`src/rtl/qar_can_tx_framer.sv`:
```
// CAN 2.0A standard data-frame transmitter. It serialises the latched frame fields one bit per
// bit_tick, inserting stuff bits, appending CRC-15, arbitrating on the ID/RTR bits and checking the ACK slot.
module qar_can_tx_framer #(
  parameter int EOF_BITS = 7,
  parameter int IFS_BITS = 3
) (
  input  logic        clk,
  input  logic        rst_n,
  input  logic        bit_tick,
  input  logic        start,
  input  logic        abort,
  input  logic [10:0] tx_id,
  input  logic [3:0]  tx_dlc,
  input  logic [31:0] tx_data0,
  input  logic [31:0] tx_data1,
  input  logic        can_rx,
  output logic        can_tx,
  output logic        busy,
  output logic        done,
  output logic        arb_lost,
  output logic        ack_err
);

  // ST_START: the frame is accepted but nothing is on the wire yet.
  // Every other state names the field of the last non-stuff bit that was driven.
  typedef enum logic [3:0] {
    ST_IDLE,
    ST_START,
    ST_SOF,
    ST_ID,
    ST_RTR,
    ST_IDE,
    ST_R0,
    ST_DLC,
    ST_DATA,
    ST_CRC,
    ST_CRC_DEL,
    ST_ACK_SLOT,
    ST_ACK_DEL,
    ST_EOF,
    ST_IFS
  } state_t;

  state_t      r_state, w_state_nxt;
  logic [5:0]  r_cnt, w_cnt_nxt;
  logic        r_tx, w_tx_nxt;
  logic        r_busy, w_busy_nxt;
  logic        r_stuff, w_stuff_nxt;
  logic [2:0]  r_run, w_run_nxt;
  logic [14:0] r_crc, w_crc_nxt;
  logic [10:0] r_id, w_id_nxt;
  logic [3:0]  r_dlc, w_dlc_nxt;
  logic [63:0] r_data, w_data_nxt;
  logic        r_done, w_done_nxt;
  logic        r_arb, w_arb_nxt;
  logic        r_ack, w_ack_nxt;

  logic        w_bit;
  logic        w_crc_en;
  logic [3:0]  w_nbytes;
  logic [5:0]  w_data_last;
  logic        w_in_stuff_field;
  logic        w_need_stuff;
  logic        w_arb_loss;
  logic        w_ack_miss;

  function automatic logic [14:0] crc15_step(input logic [14:0] crc, input logic b);
    logic fb;
    fb = b ^ crc[14];
    crc15_step = {crc[13:0], 1'b0} ^ (fb ? 15'h4599 : 15'h0000);
  endfunction

  assign w_nbytes    = (r_dlc > 4'd8) ? 4'd8 : r_dlc;
  assign w_data_last = 6'({w_nbytes, 3'b000} - 7'd1);

  assign w_in_stuff_field = (r_state == ST_SOF) || (r_state == ST_ID)  || (r_state == ST_RTR) ||
                            (r_state == ST_IDE) || (r_state == ST_R0)  || (r_state == ST_DLC) ||
                            (r_state == ST_DATA) || (r_state == ST_CRC);
  assign w_need_stuff = w_in_stuff_field && (r_run == 3'd5);

  // The checks look at the bit currently on can_tx; stuff bits never arbitrate.
  assign w_arb_loss = ((r_state == ST_ID) || (r_state == ST_RTR)) && !r_stuff && r_tx && !can_rx;
  assign w_ack_miss = (r_state == ST_ACK_SLOT) && can_rx;

  // start is a request qualified by busy: it is taken only on a clk where busy=0 and abort=0,
  // and busy rises on the following clk; every other start is dropped.
  always_comb begin
    w_state_nxt = r_state;
    w_cnt_nxt   = r_cnt;
    w_tx_nxt    = r_tx;
    w_busy_nxt  = r_busy;
    w_stuff_nxt = r_stuff;
    w_run_nxt   = r_run;
    w_crc_nxt   = r_crc;
    w_id_nxt    = r_id;
    w_dlc_nxt   = r_dlc;
    w_data_nxt  = r_data;
    w_done_nxt  = 1'b0;
    w_arb_nxt   = 1'b0;
    w_ack_nxt   = 1'b0;
    w_bit       = 1'b1;
    w_crc_en    = 1'b0;

    if (r_state == ST_IDLE) begin
      if (start && !abort) begin
        w_state_nxt = ST_START;
        w_busy_nxt  = 1'b1;
        w_cnt_nxt   = '0;
        w_stuff_nxt = 1'b0;
        w_run_nxt   = '0;
        w_crc_nxt   = '0;
        w_id_nxt    = tx_id;
        w_dlc_nxt   = tx_dlc;
        w_data_nxt  = {tx_data0[7:0], tx_data0[15:8], tx_data0[23:16], tx_data0[31:24],
                       tx_data1[7:0], tx_data1[15:8], tx_data1[23:16], tx_data1[31:24]};
      end
    end else if (abort) begin
      w_state_nxt = ST_IDLE;
      w_tx_nxt    = 1'b1;
      w_busy_nxt  = 1'b0;
    end else if (bit_tick) begin
      if (w_arb_loss) begin
        w_arb_nxt   = 1'b1;
        w_state_nxt = ST_IDLE;
        w_tx_nxt    = 1'b1;
        w_busy_nxt  = 1'b0;
      end else if (w_ack_miss) begin
        w_ack_nxt   = 1'b1;
        w_state_nxt = ST_IDLE;
        w_tx_nxt    = 1'b1;
        w_busy_nxt  = 1'b0;
      end else if (w_need_stuff) begin
        w_tx_nxt    = ~r_tx;
        w_stuff_nxt = 1'b1;
        w_run_nxt   = 3'd1;
      end else begin
        w_stuff_nxt = 1'b0;
        case (r_state)
          ST_START: begin
            w_state_nxt = ST_SOF;
            w_bit       = 1'b0;
            w_crc_en    = 1'b1;
          end
          ST_SOF: begin
            w_state_nxt = ST_ID;
            w_cnt_nxt   = 6'd10;
            w_bit       = r_id[10];
            w_crc_en    = 1'b1;
          end
          ST_ID: begin
            w_crc_en = 1'b1;
            if (r_cnt != 6'd0) begin
              w_cnt_nxt = r_cnt - 6'd1;
              w_bit     = r_id[4'(r_cnt - 6'd1)];
            end else begin
              w_state_nxt = ST_RTR;
              w_bit       = 1'b0;
            end
          end
          ST_RTR: begin
            w_state_nxt = ST_IDE;
            w_bit       = 1'b0;
            w_crc_en    = 1'b1;
          end
          ST_IDE: begin
            w_state_nxt = ST_R0;
            w_bit       = 1'b0;
            w_crc_en    = 1'b1;
          end
          ST_R0: begin
            w_state_nxt = ST_DLC;
            w_cnt_nxt   = 6'd3;
            w_bit       = r_dlc[3];
            w_crc_en    = 1'b1;
          end
          ST_DLC: begin
            if (r_cnt != 6'd0) begin
              w_cnt_nxt = r_cnt - 6'd1;
              w_bit     = r_dlc[2'(r_cnt - 6'd1)];
              w_crc_en  = 1'b1;
            end else if (w_nbytes == 4'd0) begin
              w_state_nxt = ST_CRC;
              w_cnt_nxt   = 6'd14;
              w_bit       = r_crc[14];
              w_crc_nxt   = {r_crc[13:0], 1'b0};
            end else begin
              w_state_nxt = ST_DATA;
              w_cnt_nxt   = w_data_last;
              w_bit       = r_data[63];
              w_data_nxt  = {r_data[62:0], 1'b0};
              w_crc_en    = 1'b1;
            end
          end
          ST_DATA: begin
            if (r_cnt != 6'd0) begin
              w_cnt_nxt  = r_cnt - 6'd1;
              w_bit      = r_data[63];
              w_data_nxt = {r_data[62:0], 1'b0};
              w_crc_en   = 1'b1;
            end else begin
              w_state_nxt = ST_CRC;
              w_cnt_nxt   = 6'd14;
              w_bit       = r_crc[14];
              w_crc_nxt   = {r_crc[13:0], 1'b0};
            end
          end
          ST_CRC: begin
            if (r_cnt != 6'd0) begin
              w_cnt_nxt = r_cnt - 6'd1;
              w_bit     = r_crc[14];
              w_crc_nxt = {r_crc[13:0], 1'b0};
            end else begin
              w_state_nxt = ST_CRC_DEL;
            end
          end
          ST_CRC_DEL: w_state_nxt = ST_ACK_SLOT;
          ST_ACK_SLOT: w_state_nxt = ST_ACK_DEL;
          ST_ACK_DEL: begin
            w_state_nxt = ST_EOF;
            w_cnt_nxt   = 6'(EOF_BITS - 1);
          end
          ST_EOF: begin
            if (r_cnt != 6'd0) begin
              w_cnt_nxt = r_cnt - 6'd1;
            end else begin
              w_state_nxt = ST_IFS;
              w_cnt_nxt   = 6'(IFS_BITS - 1);
            end
          end
          ST_IFS: begin
            if (r_cnt != 6'd0) begin
              w_cnt_nxt = r_cnt - 6'd1;
            end else begin
              w_state_nxt = ST_IDLE;
              w_busy_nxt  = 1'b0;
              w_done_nxt  = 1'b1;
            end
          end
          default: begin
            w_state_nxt = ST_IDLE;
            w_busy_nxt  = 1'b0;
          end
        endcase
        w_tx_nxt  = w_bit;
        w_run_nxt = (w_bit == r_tx) ? r_run + 3'd1 : 3'd1;
        if (w_crc_en) begin
          w_crc_nxt = crc15_step(r_crc, w_bit);
        end
      end
    end
  end

  always_ff @(posedge clk or negedge rst_n) begin
    if (!rst_n) begin
      r_state <= ST_IDLE;
      r_cnt   <= '0;
      r_tx    <= 1'b1;
      r_busy  <= 1'b0;
      r_stuff <= 1'b0;
      r_run   <= '0;
      r_crc   <= '0;
      r_id    <= '0;
      r_dlc   <= '0;
      r_data  <= '0;
      r_done  <= 1'b0;
      r_arb   <= 1'b0;
      r_ack   <= 1'b0;
    end else begin
      r_state <= w_state_nxt;
      r_cnt   <= w_cnt_nxt;
      r_tx    <= w_tx_nxt;
      r_busy  <= w_busy_nxt;
      r_stuff <= w_stuff_nxt;
      r_run   <= w_run_nxt;
      r_crc   <= w_crc_nxt;
      r_id    <= w_id_nxt;
      r_dlc   <= w_dlc_nxt;
      r_data  <= w_data_nxt;
      r_done  <= w_done_nxt;
      r_arb   <= w_arb_nxt;
      r_ack   <= w_ack_nxt;
    end
  end

  assign can_tx   = r_tx;
  assign busy     = r_busy;
  assign done     = r_done;
  assign arb_lost = r_arb;
  assign ack_err  = r_ack;

endmodule

```
`config.mk`:
```
export PLATFORM = sky130hd
export DESIGN_NAME = qar_can_tx_framer
export DESIGN_NICKNAME = d
export VERILOG_FILES = /design/src/rtl/qar_can_tx_framer.sv
export SDC_FILE = /design/constraint.sdc
export NUM_CORES = 1
export LEC_CHECK = 0
export BUFFER_PORTS_ARGS = -buffer_cell sky130_fd_sc_hd__buf_2
export CORE_MARGIN = 2
export CORE_UTILIZATION = 58
export DETAILED_ROUTE_END_ITERATION = 10
export GPL_TIMING_DRIVEN = 1
export PLACE_DENSITY_LB_ADDON = 0.12
export SLEW_MARGIN = 30
export SYNTH_ARGS = -nofsm -noshare
export SYNTH_HDL_FRONTEND = slang
export SYNTH_SLANG_ARGS = --single-unit
```
`constraint.sdc`:
```
create_clock -name clk -period 3.46 [get_ports clk]
set_input_delay 0.865 -clock clk [delete_from_list [all_inputs] [get_ports clk]]
set_output_delay 0.865 -clock clk [all_outputs]
set_load 0.03 [all_outputs]
```
==> Word level (Yosys, flattened, before mapping) <==
Cells that the tools add are included.
{ "totals": {"in_bits": 85, "ff_bits": 113, "out_inout_bits": 5, "elab_cells": 224} }
{ "op_classes": {"muxes": 126, "n_addsub": 3, "n_reduce_logical": 38, "order_cmp": 3, "eq_ne": 37, "bitwise": 4} }
{ "ops": {"columns": ["op", "count"], "rows": [
  ["64-bit two-way mux", 10],
  ["15-bit two-way mux", 13],
  ["64-bit case mux with 2 select lines", 1],
  ["6-bit two-way mux", 12],
  ["1-bit two-way mux", 60],
  ["4-bit two-way mux", 14],
  ["4-bit case mux with 14 select lines", 1],
  ["15-bit case mux with 3 select lines", 1],
  ["6-bit case mux with 7 select lines", 1],
  ["6-bit inequality test, second input constant", 6],
  ["4-bit == test, second input constant", 7],
  ["3-bit two-way mux", 8],
  ["4-bit by 3-bit == test with 1-bit output, second input constant", 4],
  ["15-bit bitwise XOR", 1],
  ["13-bit OR reduction", 1],
  ["6-bit by 1-bit subtractor with 6-bit output, second input constant", 2],
  ["11-bit AND reduction", 1],
  ["2-bit by 1-bit inequality test with 1-bit output, second input constant", 5],
  ["10-bit AND reduction", 1],
  ["5-bit AND reduction", 2],
  ["9-bit AND reduction", 1],
  ["4-bit by 2-bit == test with 1-bit output, second input constant", 2],
  ["4-bit logical NOT", 2],
  ["1-bit logical OR", 8],
  ["31 further kinds", 47]
]} }

==> Longest topological paths before layout <==
Gate-level depths: netlist of run 1.
{ "logic_depth": {"ltp_word": 25, "ltp_mapped": 13, "ltp_nobuf": 9} }

==> Worst setup path before layout of run 1 <==
Ideal clock, no wire load.
{ "synth_timing": {"path_type": "register to register", "start": "register r_cnt[0]", "end": "register r_crc[10]", "required_time_ns": 3.317, "path_buffers": 4, "synth_period_minus_slack_ns": 3.041, "setup_time_ns": 0.143, "path_slack_ns": 0.419, "path_stages_with_launch": 14, "arrival_ns": 2.898, "path_cell_list": "dfrtp_1 > clkbuf_1 > inv_1 > ha_1 > or3b_1 > clkbuf_1 > or2_1 > clkbuf_1 > a221oi_1 > o22a_1 > buf_2 > a2111oi_0 > a2111oi_0 > nand3_1"} }
{ "synth_via": {"elab_chain_len": 21, "word_cells_on_any_way": 42, "cone_classes": "1 x add/sub; 4 x eq/ne; 32 x mux; 2 x bitwise; 3 x reduce/logical"} }
{ "synth_lines": {"columns": ["element", "line_no", "text"], "rows": [
  ["from (decl)", "45", "logic [5:0] r_cnt, w_cnt_nxt;"],
  ["from (signal assigned)", "270", "r_cnt <= w_cnt_nxt;"],
  ["6-bit by 1-bit subtractor with 6-bit output", null, null],
  ["1-bit binary-select mux with 4-bit select / 1-bit binary-select mux with 2-bit select (equally long branches)", "154, 179", null],
  ["1-bit two-way mux (on tied branches)", "154, 179", null],
  ["1-bit two-way mux (on tied branches)", "152, 177", null],
  ["1-bit case mux with 7 select lines", "138", "case (r_state)"],
  ["1-bit two-way mux", "132", "end else if (w_need_stuff) begin"],
  ["1-bit two-way mux", "127", "end else if (w_ack_miss) begin"],
  ["1-bit two-way mux", "122", "if (w_arb_loss) begin"],
  ["[... 5 more ...]", null, null],
  ["15-bit bitwise XOR", "70", "crc15_step = {crc[13:0], 1'b0} ^ (fb ? 15'h4599 : 15'h0000);"],
  ["15-bit two-way mux", "246", "if (w_crc_en) begin"],
  ["15-bit two-way mux", "132", null],
  ["15-bit two-way mux", "127", null],
  ["15-bit two-way mux", "122", null],
  ["15-bit two-way mux", "121", "end else if (bit_tick) begin"],
  ["15-bit two-way mux", "117", "end else if (abort) begin"],
  ["15-bit two-way mux", "104", "if (r_state == ST_IDLE) begin"],
  ["to (signal assigned)", "275", "r_crc <= w_crc_nxt;"],
  ["to (decl)", "50", "logic [14:0] r_crc, w_crc_nxt;"]
]} }
Several ways; a longest one is shown, not always the timed one. The select of a mux whose other input is x is not followed.
A chain may end at the register's enable or synchronous reset.

==> Worst setup path in the final report of run 1 <==
{ "layout_timing": {"start": "register r_cnt[0]", "end": "register r_crc[14]"} }
The elaborated chain is that of the path after synthesis.

==> results by group, run 1 <==
Outcome
  – Status: finished, final reports clean

Placed design
  – Port Buf Inserts: 89
  – DPL Wire Length: 9.53 mm
  – Placed Instance Area: 6710 µm²
  – GP Congestion: 0.925

Floorplan
  – Starting Density: 59.6%
  – Die X: 107 µm
  – IO Count: 90
  – Row count: 37
  – Full die area: 11500 µm²
  – Area of the core: 10300 µm²
  – Chip height: 107 µm

CTS
  – Clock Sinks: 113
  – CTS tree: done
  – CTS clock-pin slew for the worst setup and hold paths: 60 ps
  – Worst-Skew Late Latency: 530 ps
  – CTS Buffer Depth: 2
  – TritonCTS buffer count: 17
  – Htree depth: 4
  – Root buffer cell: clkbuf_8
  – Hold Buf Count CTS: 0

Timing
  – Slew headroom: 47.1%
  – Tcrit/Tclk final: 91.6%
  – Final worst path period need: 3170 ps
  – Final Max Slew Viols: 0
  – Unrepaired setup endpoints after global routing: false
  – Final hold slack: 396 ps
  – Setup TNS: 0 ps
  – Count of final setup violators: 0
  – Worst Clk Skew: 7.99 ps
  – Final Hold Fails: 0
  – Max Freq: 316 MHz
  – Slew @ Worst Pin: 794 ps

Setup path
  – Crit path kind: register to register
  – Crit. End Element: register
  – Critical Path Start: r_cnt[0]
  – Critical path arrival: 3540 ps
  – Crit path required time: 3830 ps
  – Crit start category: register
  – RR Startpoint: r_cnt[0]
  – R2R setup slack: 290 ps
  – Cell depth of the worst flop-to-flop path: 10
  – Crit Path Max Fanout: 13
  – Reg-to-Reg End: r_crc[14]

Synthesis
  – Ys Warns: 0
  – Post-synth EDFFs: 0
  – Async set-or-reset flop fraction in the synthesized netlist: 100%
  – Syn nets: 806
  – Top post-synthesis cells by area: dfrtp_1 (46%), nand2_1 (9.4%), a31oi_1 (6.8%)
  – Seq cells post-synth: 113
  – Dominant synthesized flop cell: dfrtp_1
  – Synthesized instance count: 718
  – Register area share after synthesis: 46.0%
  – Synth area leader: dfrtp_1
  – Post-Syn Area: 6160 µm²
  – Unique masters post-synth: 65
  – Synth top area share: 45.5%
  – Syn Area/Cell: 8.57 µm²

Global route
  – Largest net degree at the start of global routing: 128
  – Vias in the first global route: 5357
  – Gr ovfl total: 0
  – First-pass GRT wire length: 25.3 mm
  – Total GRT Usage: 27.6%
  – Initial antenna violation count: 0

Final layout
  – Register area: 2830 µm²
  – Fin nets: 877
  – Share of cells above drive strength 1: 21.5%
  – Area occupied by multi-input gates: 3060 µm²
  – Fin area: 7370 µm²
  – Final Core Density: 71.4%
  – # diodes: 0
  – Syn-to-layout area delta: 19.7%
  – Most common cell after layout, fill and taps aside: nand2_1
  – Commonest non-fill, non-tap cells in the layout: nand2_1 (154), dfrtp_1 (112), buf_2 (88)
  – Fill cell count: 794

Power
  – Combinational power share: 43.1%
  – Power Dens Cells: 1030 nW/µm²
  – Clock power frac: 25.8%
  – Lkg Pwr: 0.00323 µW
  – Flop pwr share: 31.1%
  – Net switching power: 3060 µW
  – VDD IR-drop max: 0.785 mV
  – Cell internal pwr: 4550 µW
  – Switch share: 40.2%

Route
  – Residual antenna-violating net count after detailed routing: 0
  – Detailed Routing Iterations Pass 1: 7
  – Wire per inst: 15.9 µm
  – Initial DRC count: 476
  – DRC: 0
  – Wirelength, routed: 14.9 mm
  – Vias: 5641
  – Vias per cell: 6.02

Worst hold path
  – Min-Delay Path Class: primary input to async pin

Flow run
  – Maximum Capacitance Violations: 0
## power by group through the flow
stage                     clock network [µW]  registers [µW]  logic (µW)
after floorplan                            0            2220        2620
after global placement                     0            2330        3170
after detailed placement                   0            2360        3260
after CTS                               1970            2360        3280
after global routing                    2050            2440        3690
final                                   1960            2370        3280
## metrics by stage
stage	total power [µW]	std cells	setup WS, ps
4_1_cts	7610	937	215
5_1_grt	8190	937	30.8
3_3_place_gp	5500	906	427
6_report	7610	937	292
3_5_place_dp	5610	906	270
2_1_floorplan	4850	718	419
## flip-flops by register name, indices dropped and copies added (netlist names)
name	flops
r_crc	15
r_cnt	6
r_dlc	4
busy	1
can_tx	1
r_data	64
ack_err	1
r_stuff	1
done	1
r_state	4
r_run	3
arb_lost	1
r_id	11
## cell type report
class | count | area share, %
multi-input cells | 538 | 41.5
flip-flops and latches | 113 | 38.4
repair buffers | 111 | 8.49
clock buffers | 21 | 6.10
clock inverters | 10 | 2.80
well taps | 136 | 2.31
inverters | 8 | 0.408
## critical path, stage by stage, from the launching register on
cell,delay [ps]
dfrtp_1,500
inv_1,130
ha_1,230
or3b_1,460
o41ai_1,480
a221oi_1,200
nand3_1,110
buf_4,190
a2111oi_0,90
a2111oi_0,480
nand3_1,130
## cells in the mapped netlist (9+ instances only)
library cell  number
a22o_1             9
o21ai_1           10
nand2_1          154
a31oi_1           67
nand2b_1          12
nor2_1            85
dfrtp_1          112
clkbuf_1          42
o21ai_0           15
nor3_1            11
mux2_2            15
buf_2             11
a21oi_1           32
a2111oi_0         12
## metal layers
metal / vias to the layer above / GRT usage, % / share of wire, %
li1: 2684 / - / -
met1: 2713 / 37.3 / 44
met2: 208 / 42.9 / 48
met3: 36 / 6.08 / 5.8
met4: 0 / 11.7 / 2.3
met5: - / 0 / 0
## cell families after synthesis
group	synth area share, %
AOI/OAI and AO/OA	19.1
xor gates and xnor gates	0.996
adders and majority gates	0.610
buffers and inverters	4.61
DFF	46.0
muxes	4.53
and+or+nand+nor	24.2
## worst max-delay path by stage
stage,endpoint,slack [ps],cells after the start
floorplan,r_crc[10],420,13
global placement,r_crc[10],430,9
detailed placement,r_crc[14],270,9
CTS,r_crc[14],210,9
global route,r_crc[4],30,10
finish,r_crc[14],290,10
## repair_timing
action	CTS	global route
setup endpoints to repair	0	2
setup buffers	0	0
resized for setup	0	1
No activity file was read; power rests on OpenSTA's default activity.
==> inputs of run 2 (changes only) <==
--- a/config.mk
+++ b/config.mk
@@ -6,8 +6,9 @@
 export NUM_CORES = 1
 export LEC_CHECK = 0
 export BUFFER_PORTS_ARGS = -buffer_cell sky130_fd_sc_hd__buf_2
+export CORE_ASPECT_RATIO = 1.1
 export CORE_MARGIN = 2
-export CORE_UTILIZATION = 58
+export CORE_UTILIZATION = 52
 export DETAILED_ROUTE_END_ITERATION = 10
 export GPL_TIMING_DRIVEN = 1
 export PLACE_DENSITY_LB_ADDON = 0.12
==> constraint.sdc (replaced) <==
create_clock -name clk -period 2.7 [get_ports clk]
set_input_delay 0.675 -clock clk [delete_from_list [all_inputs] [get_ports clk]]
set_output_delay 0.675 -clock clk [all_outputs]
set_load 0.03 [all_outputs]
==> run 2 against run 1 <==
Cell count grew 6.6%. Maximum frequency grew 18%. Worst hold slack lost 180 ps. Sequential share of layout area shrank 3.4 points. Sequential power grew 26%. Critical path type unchanged. Largest power group unchanged.
==> results by group, run 2 (synthesized netlist as in run 1, its figures left out) <==
Floorplan
  – IO Count: 90 (unchanged)
  – Row count: 41 (was 37)
  – Starting Density: 53.6% (was 59.6%)
  – Area of the core: 11500 µm² (was 10300 µm²)
  – Chip height: 118 µm (was 107 µm)
  – Die X: 108 µm (was 107 µm)
  – Full die area: 12700 µm² (was 11500 µm²)

Route
  – Met3 wire length: 930 µm (was 862 µm)
  – Initial DRC count: 494 (was 476)
  – Detailed Routing Iterations Pass 1: 8 (was 7)
  – Vias: 5936 (was 5641)
  – Vias per cell: 5.94 (was 6.02)
  – M1 wire length: 7.19 mm (was 6.56 mm)
  – Top sig layer: met4 (unchanged)
  – DRC: 0 (unchanged)
  – Residual antenna-violating net count after detailed routing: 0 (unchanged)
  – Wire per inst: 16.9 µm (was 15.9 µm)
  – Met2 wire length: 8.20 mm (was 7.10 mm)
  – Wirelength, routed: 16.9 mm (was 14.9 mm)

Final layout
  – Syn-to-layout area delta: 31.3% (was 19.7%)
  – Most common cell after layout, fill and taps aside: nand2_1 (unchanged)
  – Area occupied by multi-input gates: 3330 µm² (was 3060 µm²)
  – # diodes: 0 (unchanged)
  – Largest regs: r_data x64, r_crc x15, r_id x11 (unchanged)
  – Max reg flops: 64 (unchanged)
  – Fill cell count: 913 (was 794)
  – Biggest register: r_data (unchanged)
  – Register area: 2830 µm² (unchanged)
  – Fin nets: 924 (was 877)
  – Commonest non-fill, non-tap cells in the layout: nand2_1 (153), dfrtp_1 (112), buf_2 (88) (was nand2_1 (154), dfrtp_1 (112), buf_2 (88))
  – Share of cells above drive strength 1: 29.3% (was 21.5%)
  – Final std cells w/o fill: 999 (was 937)

Timing
  – Final Hold Fails: 0 (unchanged)
  – Count of final setup violators: 0 (unchanged)
  – Tcrit/Tclk final: 99.3% (was 91.6%)
  – Final Max Slew Viols: 0 (unchanged)
  – Slew headroom: 54.6% (was 47.1%)
  – Max Freq: 373 MHz (was 316 MHz)
  – Final WS setup: 20.1 ps (was 292 ps)
  – Final worst path period need: 2680 ps (was 3170 ps)
  – Unrepaired setup endpoints after global routing: true (was false)
  – Worst Clk Skew: 14.4 ps (was 7.99 ps)
  – Slew @ Worst Pin: 682 ps (was 794 ps)

Placed design
  – DPL Wire Length: 10.7 mm (was 9.53 mm)
  – GP Congestion: 0.873 (was 0.925)
  – Placed cell count: 950 (was 906)
  – Dpl ws: -144 ps (was 270 ps)
  – Port Buf Inserts: 89 (unchanged)

Setup path
  – Crit path kind: register to register (unchanged)
  – Crit path required time: 3040 ps (was 3830 ps)
  – WP buf/inv: 3 (was 2)
  – Top delay family on crit path: compound AO/OA/AOI/OAI gates (unchanged)
  – Crit Path Max Fanout: 6 (was 13)
  – Slowest CP cell: dfrtp_1 (unchanged)
  – Largest stage delay on the critical path: 440 ps (was 500 ps)
  – Crit. End Element: register (unchanged)
  – Critical path arrival: 3020 ps (was 3540 ps)
  – Critical path, cell by cell: inv_4 -> ha_4 -> buf_4 -> mux2i_4 -> a211oi_2 -> o211ai_1 -> o22a_2 -> clkbuf_16 -> a2111oi_4 -> a2111oi_4 -> nand3_1 (was inv_1 -> ha_1 -> or3b_1 -> o41ai_1 -> a221oi_1 -> nand3_1 -> buf_4 -> a2111oi_0 -> a2111oi_0 -> nand3_1)
  – CP dominant cell by count: a2111oi_4
  – Crit start category: register (unchanged)

Flow run
  – Maximum Capacitance Violations: 0 (unchanged)

CTS
  – CTS tree: done (unchanged)
  – TritonCTS buffer count: 17 (unchanged)
  – Hold Buf Count CTS: 0 (unchanged)
  – CTS clock-pin slew for the worst setup and hold paths: 60 ps (about the same)
  – Worst-Skew Late Latency: 420 ps (was 530 ps)
  – Root buffer cell: clkbuf_16 (was clkbuf_8)
  – Htree depth: 4 (unchanged)
  – Clock Sinks: 113 (unchanged)
  – CTS Buffer Depth: 2 (unchanged)

Outcome
  – Status: finished, final reports clean (unchanged)

Global route
  – Total GRT Usage: 26.3% (was 27.6%)
  – Vias in the first global route: 5645 (was 5357)
  – Initial antenna violation count: 0 (unchanged)
  – First-pass GRT wire length: 26.8 mm (was 25.3 mm)
  – Largest net degree at the start of global routing: 67 (was 128)
  – Gr ovfl total: 0 (unchanged)

Worst hold path
  – Min-Delay Path Class: primary input to async pin (unchanged)

Power
  – VDD IR-drop max: 0.781 mV (was 0.785 mV)
  – Power Dens Cells: 1340 nW/µm² (was 1030 nW/µm²)
  – Lkg Pwr: 0.00353 µW (was 0.00323 µW)
-- run 2: changes by cell type in the layout (fill, tap and decap cells not counted), moves of 3 or more --
cell and delta:
a2111oi_0 -11, a2111oi_1 +5, a2111oi_4 +5, a21oi_1 -3, a21oi_2 +3, buf_12 +7, buf_4 +33, buf_6 +3
bufinv_16 -3, clkbuf_16 +4, clkbuf_8 -3, clkinv_2 +3
-- run 2: final timing paths --
check / startpoint / end / slack, ps / cells after the start
min: rst_n / r_id[3] / 220 / 1
min in group clk: tx_id[3] / r_id[3] / 480 / 2
max reg2reg: r_cnt[0] / r_crc[14] / 20 / 11
max: r_cnt[0] / r_crc[14] / 20 / 11
max in group asynchronous: rst_n / r_data[12] / 1820 / 2
min reg2reg: r_stuff / r_stuff / 490 / 1
-- run 2: area by class of cell --
cell class | instances | area share, %
Clock inverter | 11 | 1.72
Timing Repair Buffer | 157 | 13.9
Sequential cell | 113 | 35.0
Tap cell | 150 | 2.32
Clock buffer | 21 | 5.45
Inverter | 8 | 0.402
Multi-Input combinational cell | 539 | 41.2
-- run 2: metal layers --
| metal | global-route usage (%) | vias up |
|---|---|---|
| met5 | 0 | - |
| met4 | 12.5 | 0 |
| met3 | 3.82 | 56 |
| met2 | 41.8 | 227 |
| met1 | 35.3 | 2849 |
| li1 | - | 2804 |
-- run 2: power by group --
group          internal (µW)  switching, µW
sequential              2470            506
combinational           2480           3130
clock                   1440            791
total                   6390           4430
-- run 2: through the flow --
step | utilization, % | total power, µW | setup TNS, ps | instance area, µm² | hold slack (ps)
finish | 70.3 | 10800 | 0 | 8080 | 218
global route | 70.3 | 11600 | -529 | 8080 | 260
CTS | 67.2 | 10100 | 0 | 7720 | 232
detailed placement | 61.8 | 7790 | -610 | 7110 | 474
global placement | 61.8 | 7610 | -7.83 | 7110 | 476
floorplan | - | 6410 | -10.6 | 6290 | 379
-- run 2: what timing repair did --
item / 4_1_cts / 5_1_grt
hold endpoints to repair: 0 / 0
setup endpoints to repair: 8 / 77
pin swaps: 3 / 14
cloned: 0 / 4
gates resized for setup: 8 / 41
setup buffers: 0 / 13
